==> src/rtl/shift_pkg.sv <==
// Shared constants for the shift arbiter/sequencer: FSM encoding, per-pass step limit and
// the legal range of the requested shift-amount width.
package shift_pkg;

    localparam logic [1:0] StIdle  = 2'd0;
    localparam logic [1:0] StShift = 2'd1;
    localparam logic [1:0] StDone  = 2'd2;

    // Largest amount the shared 3-bit barrel shifter can apply in a single pass.
    localparam logic [2:0] StepMax = 3'd7;

    localparam int unsigned AmtWMin = 3;
    localparam int unsigned AmtWMax = 5;

endpackage

==> src/rtl/Barrel_Revers_shifter.sv <==
// 8-bit logarithmic barrel shifter with zero fill; a left shift is done by reversing the
// operand around a right-shift core.
module Barrel_Revers_shifter (
    input  logic [7:0] data_in,
    input  logic [2:0] shamt,
    input  logic       dir,
    output logic [7:0] data_out
);

    logic [7:0] in_r;
    logic [7:0] s1;
    logic [7:0] s2;
    logic [7:0] s3;

    always_comb begin
        in_r = data_in;
        if (dir) begin
            for (int i = 0; i < 8; i++) begin
                in_r[i] = data_in[7 - i];
            end
        end
        s1 = shamt[0] ? {1'b0, in_r[7:1]} : in_r;
        s2 = shamt[1] ? {2'b0, s1[7:2]}   : s1;
        s3 = shamt[2] ? {4'b0, s2[7:4]}   : s2;
        data_out = s3;
        if (dir) begin
            for (int i = 0; i < 8; i++) begin
                data_out[i] = s3[7 - i];
            end
        end
    end

endmodule

==> src/rtl/shift_rr_arb.sv <==
// Two-way round-robin grant: a lone valid wins, otherwise the side that did not win last.
module shift_rr_arb (
    input  logic valid0,
    input  logic valid1,
    input  logic last_grant,
    output logic grant
);

    always_comb begin
        if (valid0 && !valid1) begin
            grant = 1'b0;
        end else if (valid1 && !valid0) begin
            grant = 1'b1;
        end else begin
            grant = !last_grant;
        end
    end

endmodule

==> src/rtl/shift_arb_seq.sv <==
// Two-requester shift controller: arbitrates, then walks one shared 3-bit barrel shifter over
// as many passes as the requested amount needs and holds the registered result until taken.
module shift_arb_seq
    import shift_pkg::*;
#(
    parameter int unsigned AMT_W = 4
) (
    input  logic             clk,
    input  logic             rst_n,
    input  logic             req0_valid,
    output logic             req0_ready,
    input  logic [7:0]       req0_data,
    input  logic [AMT_W-1:0] req0_amt,
    input  logic             req0_dir,
    input  logic             req1_valid,
    output logic             req1_ready,
    input  logic [7:0]       req1_data,
    input  logic [AMT_W-1:0] req1_amt,
    input  logic             req1_dir,
    output logic             rsp_valid,
    input  logic             rsp_ready,
    output logic [7:0]       rsp_data,
    output logic             rsp_id,
    output logic             busy
);

    logic [1:0]       state_q;
    logic [1:0]       state_d;
    logic             last_grant_q;
    logic [7:0]       work_q;
    logic [AMT_W-1:0] remaining_q;
    logic             dir_q;
    logic             id_q;
    logic [7:0]       rsp_data_q;
    logic             rsp_id_q;

    logic             grant;
    logic             accept;
    logic [2:0]       step;
    logic [AMT_W-1:0] remaining_sub;
    logic [7:0]       shifted;

    shift_rr_arb u_arb (
        .valid0     (req0_valid),
        .valid1     (req1_valid),
        .last_grant (last_grant_q),
        .grant      (grant)
    );

    Barrel_Revers_shifter u_shifter (
        .data_in  (work_q),
        .shamt    (step),
        .dir      (dir_q),
        .data_out (shifted)
    );

    always_comb begin
        req0_ready    = (state_q == StIdle) && !grant;
        req1_ready    = (state_q == StIdle) && grant;
        accept        = (req0_valid && req0_ready) || (req1_valid && req1_ready);
        step          = (remaining_q > AMT_W'(StepMax)) ? StepMax : remaining_q[2:0];
        remaining_sub = remaining_q - AMT_W'(step);
    end

    always_comb begin
        state_d = state_q;
        case (state_q)
            StIdle:  if (accept) state_d = StShift;
            StShift: if (remaining_sub == '0) state_d = StDone;
            StDone:  if (rsp_ready) state_d = StIdle;
            default: state_d = StIdle;
        endcase
    end

    always_ff @(posedge clk or negedge rst_n) begin
        if (!rst_n) begin
            state_q      <= StIdle;
            last_grant_q <= 1'b1;
            work_q       <= 8'h00;
            remaining_q  <= '0;
            dir_q        <= 1'b0;
            id_q         <= 1'b0;
            rsp_data_q   <= 8'h00;
            rsp_id_q     <= 1'b0;
        end else begin
            state_q <= state_d;
            if (state_q == StIdle && accept) begin
                work_q       <= grant ? req1_data : req0_data;
                remaining_q  <= grant ? req1_amt : req0_amt;
                dir_q        <= grant ? req1_dir : req0_dir;
                id_q         <= grant;
                last_grant_q <= grant;
            end else if (state_q == StShift) begin
                work_q      <= shifted;
                remaining_q <= remaining_sub;
                // Result is captured from the final pass so rsp_data is always a register.
                if (remaining_sub == '0) begin
                    rsp_data_q <= shifted;
                    rsp_id_q   <= id_q;
                end
            end
        end
    end

    assign rsp_valid = (state_q == StDone);
    assign rsp_data  = rsp_data_q;
    assign rsp_id    = rsp_id_q;
    assign busy      = (state_q != StIdle);

endmodule

==> config.mk <==
export PLATFORM = sky130hd
export DESIGN_NAME = shift_arb_seq
export DESIGN_NICKNAME = d
export VERILOG_FILES = /design/src/rtl/shift_pkg.sv /design/src/rtl/Barrel_Revers_shifter.sv /design/src/rtl/shift_rr_arb.sv /design/src/rtl/shift_arb_seq.sv
export SDC_FILE = /design/constraint.sdc
export NUM_CORES = 1
export LEC_CHECK = 0
export ABC_AREA = 1
export CORE_MARGIN = 1
export CORE_UTILIZATION = 45
export CTS_CLUSTER_SIZE = 16
export DETAILED_ROUTE_END_ITERATION = 12
export PLACE_DENSITY = 0.77
export SLEW_MARGIN = 20
export SYNTH_ARGS = -nofsm -noshare
export SYNTH_HDL_FRONTEND = slang
export SYNTH_SLANG_ARGS = --single-unit
==> constraint.sdc <==
create_clock -name clk -period 1.7 [get_ports clk]
set_input_delay 0.34 -clock clk [delete_from_list [all_inputs] [get_ports clk]]
set_output_delay 0.34 -clock clk [all_outputs]
set_load 0.01 [all_outputs]
* Yosys cells after proc, flatten, opt, wreduce, memory -nomap -nowiden
Cells that the tools add are included.
** Storage, ports and cells
- Memory bits (writable) :: 0
- Logic and storage cells :: 53
- Memories kept :: 0
- Memory bits (read-only) :: 0
- Output and inout bits :: 13
- Register bits after elaboration :: 26
- Latch bits :: 0
** Cells by class
- Muxes and demuxes :: 19
- Reductions and logical operators :: 18
- Add/subtract/negate cells :: 1
- Bitwise gates (word level) :: 1
- Equality and inequality tests :: 5
- Div/mod/pow operators :: 0
- Shift-type cells :: 0
- Multipliers :: 0
- Order comparisons :: 1
** Operator list (number)
- $mux 8 :: 8
- $mux 4 :: 3
- $logic_and 1x1->1 :: 7
- $mux 2 :: 3
- $pmux 2 s3 :: 1
- $reduce_and 3->1 :: 2
- $gt 4x3->1 const B :: 1
- $logic_not 1->1 :: 4
- $logic_not 4->1 :: 1
- $ne 2x2->1 const B :: 2
- $reduce_bool 2->1 :: 2
- $sub 4x3->4 :: 1
- $mux 1 :: 3
- $mux 3 :: 1
- $eq 2x1->1 const B :: 1
- $eq 2x2->1 const B :: 1
- $logic_not 2->1 :: 1
- $ne 2x1->1 const B :: 1
- $logic_or 1x1->1 :: 1
- $not 1->1 :: 1

* Longest topological paths before layout
Gate-level depths: netlist of the first run.
- Word-level depth :: 11
- Gate-level depth with buffers :: 10

* Hierarchy
Synthesis of the first run repeated with hierarchy kept, for this count alone.
** Second synthesis, totals
- Cell total of the unflattened synthesis :: 294
- Area total of the unflattened synthesis :: 2019.4 µm²
** By module, submodules not included
- shift_arb_seq :: cells an instance 195, seq. area each 651.9 µm², area each 1482.7 µm², times used 1
- Barrel_Revers_shifter :: cells an instance 93, seq. area each 0.0 µm², area each 514.2 µm², times used 1
- shift_rr_arb :: cells an instance 6, seq. area each 0.0 µm², area each 22.5 µm², times used 1

* Worst setup path before layout of the first run
No wires, ideal clock.
- Path kind :: register to register
- Start :: register remaining_q[1]
- End :: register rsp_data_q[0], in the netlist rsp_data[0]
- Cell stages (with the launch flop) :: 11
- Clock period less this slack :: 1.604 ns
- Setup slack :: 0.096 ns
- Data arrival time :: 1.486 ns
- Cell sequence :: dfrtp_1 > inv_1 > nand2_1 > ha_1 > xor2_1 > nor2_2 > nand2_2 > nor2_8 > inv_4 > nand2_1 > nand2_1
** On the way
- Cells in the longest elaborated chain, start to end :: 6
- Elaborated cells on any way between the ends :: 9
** Ends and longest elaborated chain
- from (decl) :: line shift_arb_seq.sv:31 : logic [AMT_W-1:0] remaining_q;
- from (signal assigned) :: line shift_arb_seq.sv:89 : remaining_q <= grant ? req1_amt : req0_amt;
- from (signal assigned) :: line shift_arb_seq.sv:95 : remaining_q <= remaining_sub;
- parallel branches: the longest is 6 deep, another holds $gt 4x3->1
- to (signal assigned) :: line shift_arb_seq.sv:98 : rsp_data_q <= shifted;
- to (decl) :: line shift_arb_seq.sv:34 : logic [7:0] rsp_data_q;
Several ways; the timed one is not identified.
A chain may end at the register's enable or synchronous reset.

* Final worst setup path of the first run
- Start :: register remaining_q[3]
- End :: register rsp_data_q[2], in the netlist rsp_data[2]
Same word-level chain as after synthesis.

==> flow_summary.yaml, run 1 <==
setup_path:
  cp-end-kind: "flip-flop"
  worst-path-buf-inv: 2
  crit_family: "simple AND/OR/NAND/NOR gates"
  timing.rr.end: "rsp_data[2]"
  rrSetupSlack_ns: 0.03
  timing.critical_path.slowest_cell_delay_ns: 0.46
  arrival_ns: 1.89
  rr_startpoint: "remaining_q[3]"
  path_depth: 9
  slowest_stage: "dfrtp_2"
  cp-endpoint: "rsp_data[2]"
  reg2reg_depth: 9
  crit_chain: "buf_8 > nand2_8 > xor2_4 > nor2_2 > nand2_2 > nor2_8 > buf_6 > nand3_2 > nand2_1"
  path_class: "reg2reg"
  critPathLaunch: "remaining_q[3]"
  worst_setup_path_start_kind: "flip-flop"
  crit_fanout: 6
  crit_required_ns: 1.92
synth:
  syn_inst: 274
  avgSynthCellArea_um2: 6.73
  synth_area_mm2: 0.00184
  synth_warnings: 0
  synth-xor-area-share_pct: 0.475
  ys_seq_area_share_pct: 35.3
  synthSimpleGateAreaFrac_pct: 43.8
  syn_nets: 307
  ys_ff_latch: 26
  synth_compound_area_share_pct: 9.29
  synthAdderAreaFrac_pct: 1.36
  synth_top_family_by_area: "simple AND/OR/NAND/NOR gates"
  synth_cell_type_count: 28
  muxShareOfSynthArea_pct: 0
layout:
  antenna_cells: 0
  final_common_cell: "nand2_1"
  drive_gt1_share_pct: 19.0
  final_cell_mix: "87 x nand2_1, 54 x nand3_1, 38 x clkdlybuf4s50_1"
  layout.nets: 371
  syn2layout_area_growth_pct: 41.7
  fillers: 336
  regArea_um2: 654
  multi_input_area_mm2: 0.00110
grt:
  grt_pass1_vias: 1829
  grt_usage_pct: 23.5
  overflow: 0
  grt_pass1_wl_um: 8000
  grt_max_degree: 27
  antenna_found_initial: 0
clocking:
  cts_buffers: 3
  hold_buffers: 0
  clock_latency_ns: 0.27
  clk_pin_slew_ns: 0.10
  tritoncts: "built"
  cts_buffer_depth: 2
  cts_root_buf: "clkbuf_8"
  cts.sinks: 26
  htreeDepth: 1
floorplanning:
  die_width_um: 66.0
  rows: 22
  start_util_pct: 48.6
  fp.dieH_um: 66.0
  coreArea_mm2: 0.00380
  io_pins: 44
  die-area_mm2: 0.00436
placement:
  port_buffers: 43
  post-place-ws_ns: -0.377
  gp_congestion: 0.942
  dp.final_hpwl_um: 3610
route:
  wl_per_cell_um: 13.0
  wl_um: 5020
  dr.pass1.iters: 5
  postRouteAntennaNets: 0
  drt_iter0_markers: 176
  num_vias: 2063
  vias_per_cell: 5.36
  drc: 0
timing:
  rsz0062_at_grt: "yes"
  fin_hold_ws_ns: 0.422
  hold_viol: 0
  finalSetupViolCount: 0
  max_freq_mhz: 600
  fin_crit_ns: 1.67
  clock_skew_ns: 0.00888
  slew_violations: 0
  worst_pin_slew_ns: 0.394
  fin_ws_ns: 0.0346
  finalCritPeriodShare_pct: 98.0
  slew_headroom_pct: 73.7
power:
  max-vdd-ir-drop_uv: 1110
  leakage_nw: 1.30
  power_density_mw_per_mm2: 2130
min_path:
  hold_path_class: "in2async"
outcome:
  outcome: "finished clean"
run:
  maxCapViolations: 0
==> cells by family after synthesis <==
family	after synthesis
buf+inv	34
flops	26
compound gates	31
fa+ha+maj	2
xor+xnor	1
simple gates	180
==> metrics by stage <==
stage | TNS, ns | instance area [um2] | std cells | total power, mW | utilization, %
after floorplan | 0 | 1840 | 274 | 3.58 | -
after global placement | -1.03 | 2400 | 375 | 4.52 | 63.3
after detailed placement | -1.23 | 2400 | 375 | 4.59 | 63.3
after CTS | 0 | 2480 | 379 | 5.10 | 65.3
after global routing | -0.394 | 2610 | 385 | 6.09 | 68.8
final | 0 | 2610 | 385 | 5.58 | 68.8
==> timing repair <==
action                                  in CTS  in global routing
endpoints found under the hold margin        0                  0
endpoints found under the setup margin       4                 19
pin swaps                                    0                  7
resized for setup                           11                 26
buffers inserted                             0                  6
==> final cells by class <==
type / count / share of cell area [%]
Tap cell: 48 / 2.30
Sequential cell: 26 / 25.0
Timing Repair Buffer: 69 / 24.0
Inverter: 24 / 3.83
Clock buffer: 3 / 1.58
Multi-Input combinational cell: 214 / 42.1
Clock inverter: 1 / 1.15
==> power breakdown <==
part,switching (mW),internal (mW),total [mW]
sequential,0.248,0.940,1.19
combinational,2.28,1.59,3.87
clock,0.207,0.315,0.522
==> metal layers <==
metal  track usage [%]  vias up  wire [um]  part of all wire [%]
met3              2.93        7        314                   6.3
met5                 0        -          0                     0
li1                  -     1022          -                     -
met2              38.9       85       2490                    50
met4              4.52        0         33                  0.66
met1              33.0      949       2180                    43
==> worst register-to-register path, cell delays in order (launching register included) <==
cell and delay (ns):
dfrtp_2 0.46, buf_8 0.17, nand2_8 0.07, xor2_4 0.19
nor2_2 0.14, nand2_2 0.10, nor2_8 0.19, buf_6 0.15
nand3_2 0.08, nand2_1 0.07
==> worst min-delay path by stage <==
| stage | startpoint | to | slack, ns | cells after the start |
|---|---|---|---|---|
| after floorplan | rst_n | dir_q | 0.04 | 0 |
| after global placement | rsp_id | rsp_id | 0.46 | 2 |
| after detailed placement | id_q | id_q | 0.47 | 2 |
| after CTS | rst_n | rsp_id | 0.44 | 2 |
| after global routing | rst_n | rsp_id | 0.45 | 2 |
| final | rst_n | rsp_id | 0.42 | 2 |
==> flip-flops by register name (all words and copies together), names as in the netlist <==
signal / flops
rsp_data: 8
work_q: 8
remaining_q: 4
state_q: 2
dir_q: 1
id_q: 1
last_grant_q: 1
rsp_id: 1
==> synth_stat cells <==
| library cell | number | share of area [%] |
|---|---|---|
| a21oi_1 | 18 | 4.9 |
| buf_4 | 2 | 0.81 |
| buf_6 | 4 | 2.4 |
| xor2_1 | 1 | 0.47 |
| o22ai_1 | 2 | 0.68 |
| o31ai_1 | 1 | 0.41 |
| nor2_1 | 24 | 4.9 |
| o21ai_0 | 3 | 0.81 |
| dfrtp_1 | 25 | 34 |
| inv_4 | 2 | 0.68 |
| nand2_1 | 89 | 18 |
| nand3_1 | 58 | 16 |
| nor2_4 | 1 | 0.61 |
| inv_2 | 3 | 0.61 |
| dfstp_2 | 1 | 1.4 |
| nand4_1 | 1 | 0.34 |
| nand3_2 | 1 | 0.54 |
| buf_2 | 4 | 1.1 |
| nor2_2 | 2 | 0.68 |
| a31oi_1 | 1 | 0.34 |
| nand2_2 | 2 | 0.68 |
| ha_1 | 2 | 1.4 |
| nor2_8 | 2 | 2.2 |
| o21ai_2 | 2 | 0.95 |
| inv_1 | 18 | 3.7 |
| inv_6 | 1 | 0.47 |
| o21ai_1 | 3 | 0.81 |
| a22oi_1 | 1 | 0.41 |
(Power assumes the default switching activity.)
==> run 2, diff against run 1 <==
CORE_UTILIZATION = 50   (was 45)
PLACE_DENSITY = 0.81   (was 0.77)
clock period = 1.66 ns   (was 1.7 ns; I/O delays follow)
==> run 2 against run 1 <==
Net effect: the flow now finishes with violations (setup timing); final area fell by 0.53%; critical path depth rose by 1; maximum frequency fell by 6.6%; die area fell by 9.7%; register-to-register slack got worse by 0.16 ns; largest power group unchanged; sequential power rose by 3%; via count rose by 2.3%; cell count did not move; sequential share of layout area rose by 0.084 points; clock power rose by 3%; largest cell class unchanged; first-iteration DRC count rose by 63%.
==> flow_summary.yaml, run 2 (synthesis results as in run 1) <==
setup_path:
  crit_required_ns: 1.83
  crit_fanout: 6
  arrival_ns: 1.95
  rr_startpoint: "remaining_q[0]"
  path_class: "reg2reg"
  worst_setup_path_start_kind: "flip-flop"
  timing.rr.end: "rsp_data[7]"
  rrSetupSlack_ns: -0.12
  reg2reg_depth: 10
  cp-end-kind: "flip-flop"
floorplanning:
  coreArea_mm2: 0.00344
  die_width_um: 62.7
  start_util_pct: 53.6
  die-area_mm2: 0.00394
  rows: 21
  fp.dieH_um: 62.7
  io_pins: 44
run:
  maxCapViolations: 0
timing:
  setup-tns-final_ns: -0.694
  fin_crit_ns: 1.78
  finalCritPeriodShare_pct: 107
  clock_skew_ns: 0.00947
  slew_violations: 0
  rsz0062_at_grt: "yes"
  fin_hold_ws_ns: 0.416
  slew_headroom_pct: 72.2
  max_freq_mhz: 561
  fin_ws_ns: -0.123
  finalSetupViolCount: 10
  hold_viol: 0
  worst_pin_slew_ns: 0.416
route:
  drc: 0
  vias_per_cell: 5.48
  postRouteAntennaNets: 0
  num_vias: 2111
  drt_iter0_markers: 286
  dr.pass1.iters: 7
  wl_um: 5380
  wl_per_cell_um: 14.0
layout:
  finish.utilization_pct: 75.5
  antenna_cells: 0
  drive_gt1_share_pct: 20.1
  final_cell_mix: "80 x nand2_1, 58 x nand3_1, 37 x clkdlybuf4s50_1"
  syn2layout_area_growth_pct: 41.0
  final_common_cell: "nand2_1"
  fin_area_mm2: 0.00260
  layout.nets: 373
  fillers: 258
  fin_cells: 385
outcome:
  violations: "setup timing"
  outcome: "finished, violations left"
placement:
  postPlaceCellArea_mm2: 0.00241
  dp.final_hpwl_um: 3710
  dpl.cell_count: 374
  post-place-ws_ns: -0.386
  gp_congestion: 0.967
  port_buffers: 43
clocking:
  hold_buffers: 0
  tritoncts: "built"
  cts_root_buf: "clkbuf_8"
  cts_buffer_depth: 2
  cts_buffers: 3
  clock_latency_ns: 0.28
  htreeDepth: 1
  cts.sinks: 26
  clk_pin_slew_ns: 0.10
grt:
  grt_max_degree: 27
  grt_pass1_wl_um: 8580
  antenna_found_initial: 0
  grt_pass1_vias: 1876
  overflow: 0
  grt_usage_pct: 27.2
min_path:
  hold_path_class: "in2async"
power:
  leakage_nw: 1.31
  max-vdd-ir-drop_uv: 1580
  power_mw: 5.80
  power_density_mw_per_mm2: 2230
run 2: power by group:
group	internal, mW	switching (mW)	total [mW]
clock	0.323	0.213	0.536
sequential	0.961	0.265	1.23
combinational	1.61	2.43	4.04
total	2.89	2.91	5.80
run 2: worst max-delay path: stages, from the launching register on:
cell     delay (ns)
dfrtp_1        0.41
inv_2          0.08
nand2_4        0.06
ha_4           0.16
xor2_2         0.18
nor2_2         0.20
nand2_4        0.12
nor2_8         0.22
inv_6          0.07
nand2_1        0.09
nand2_1        0.07
run 2: worst max-delay path by stage:
stage | start | to | slack (ns) | cells after the start
after global routing | remaining_q[0] | rsp_data[7] | -0.19 | 10
after global placement | req0_valid | req1_ready | -0.38 | 7
after floorplan | remaining_q[1] | rsp_data[0] | 0.06 | 10
after detailed placement | req0_valid | req1_ready | -0.39 | 7
after CTS | req1_valid | req1_ready | -0.03 | 6
final | remaining_q[0] | rsp_data[7] | -0.12 | 10
run 2: final cells by class:
cell class	count	area [um2]	area share, %
clock inverters	1	30.0	1.15
multi-input cells	215	1090	42.0
repair buffers	69	618	23.8
repair inverters	1	6.26	0.241
inverters	24	103	3.95
flip-flops and latches	26	653	25.1
well taps	46	57.6	2.21
clock buffers	3	41.3	1.59
run 2: repair_timing:
item	CTS	global route
setup endpoints to repair	4	19
pin swaps	0	3
gates cloned	0	2
buffers inserted	0	5
gates resized for setup	12	24
run 2: layer usage:
metal  global-route usage [%]  vias to the layer above  wire length (um)
met3                     4.38                       22               345
met2                     44.0                      111              2580
met1                     37.8                      953              2330
met5                        0                        -                 0
met4                     6.69                        0               116
li1                         -                     1025                 -
==> run 3, diff against run 2 <==
ABC_CLOCK_PERIOD_IN_PS = 1660   (was unset)
==> results of run 3 <==
Same layout as run 2: the final DEF is identical, and so are final timing and power.
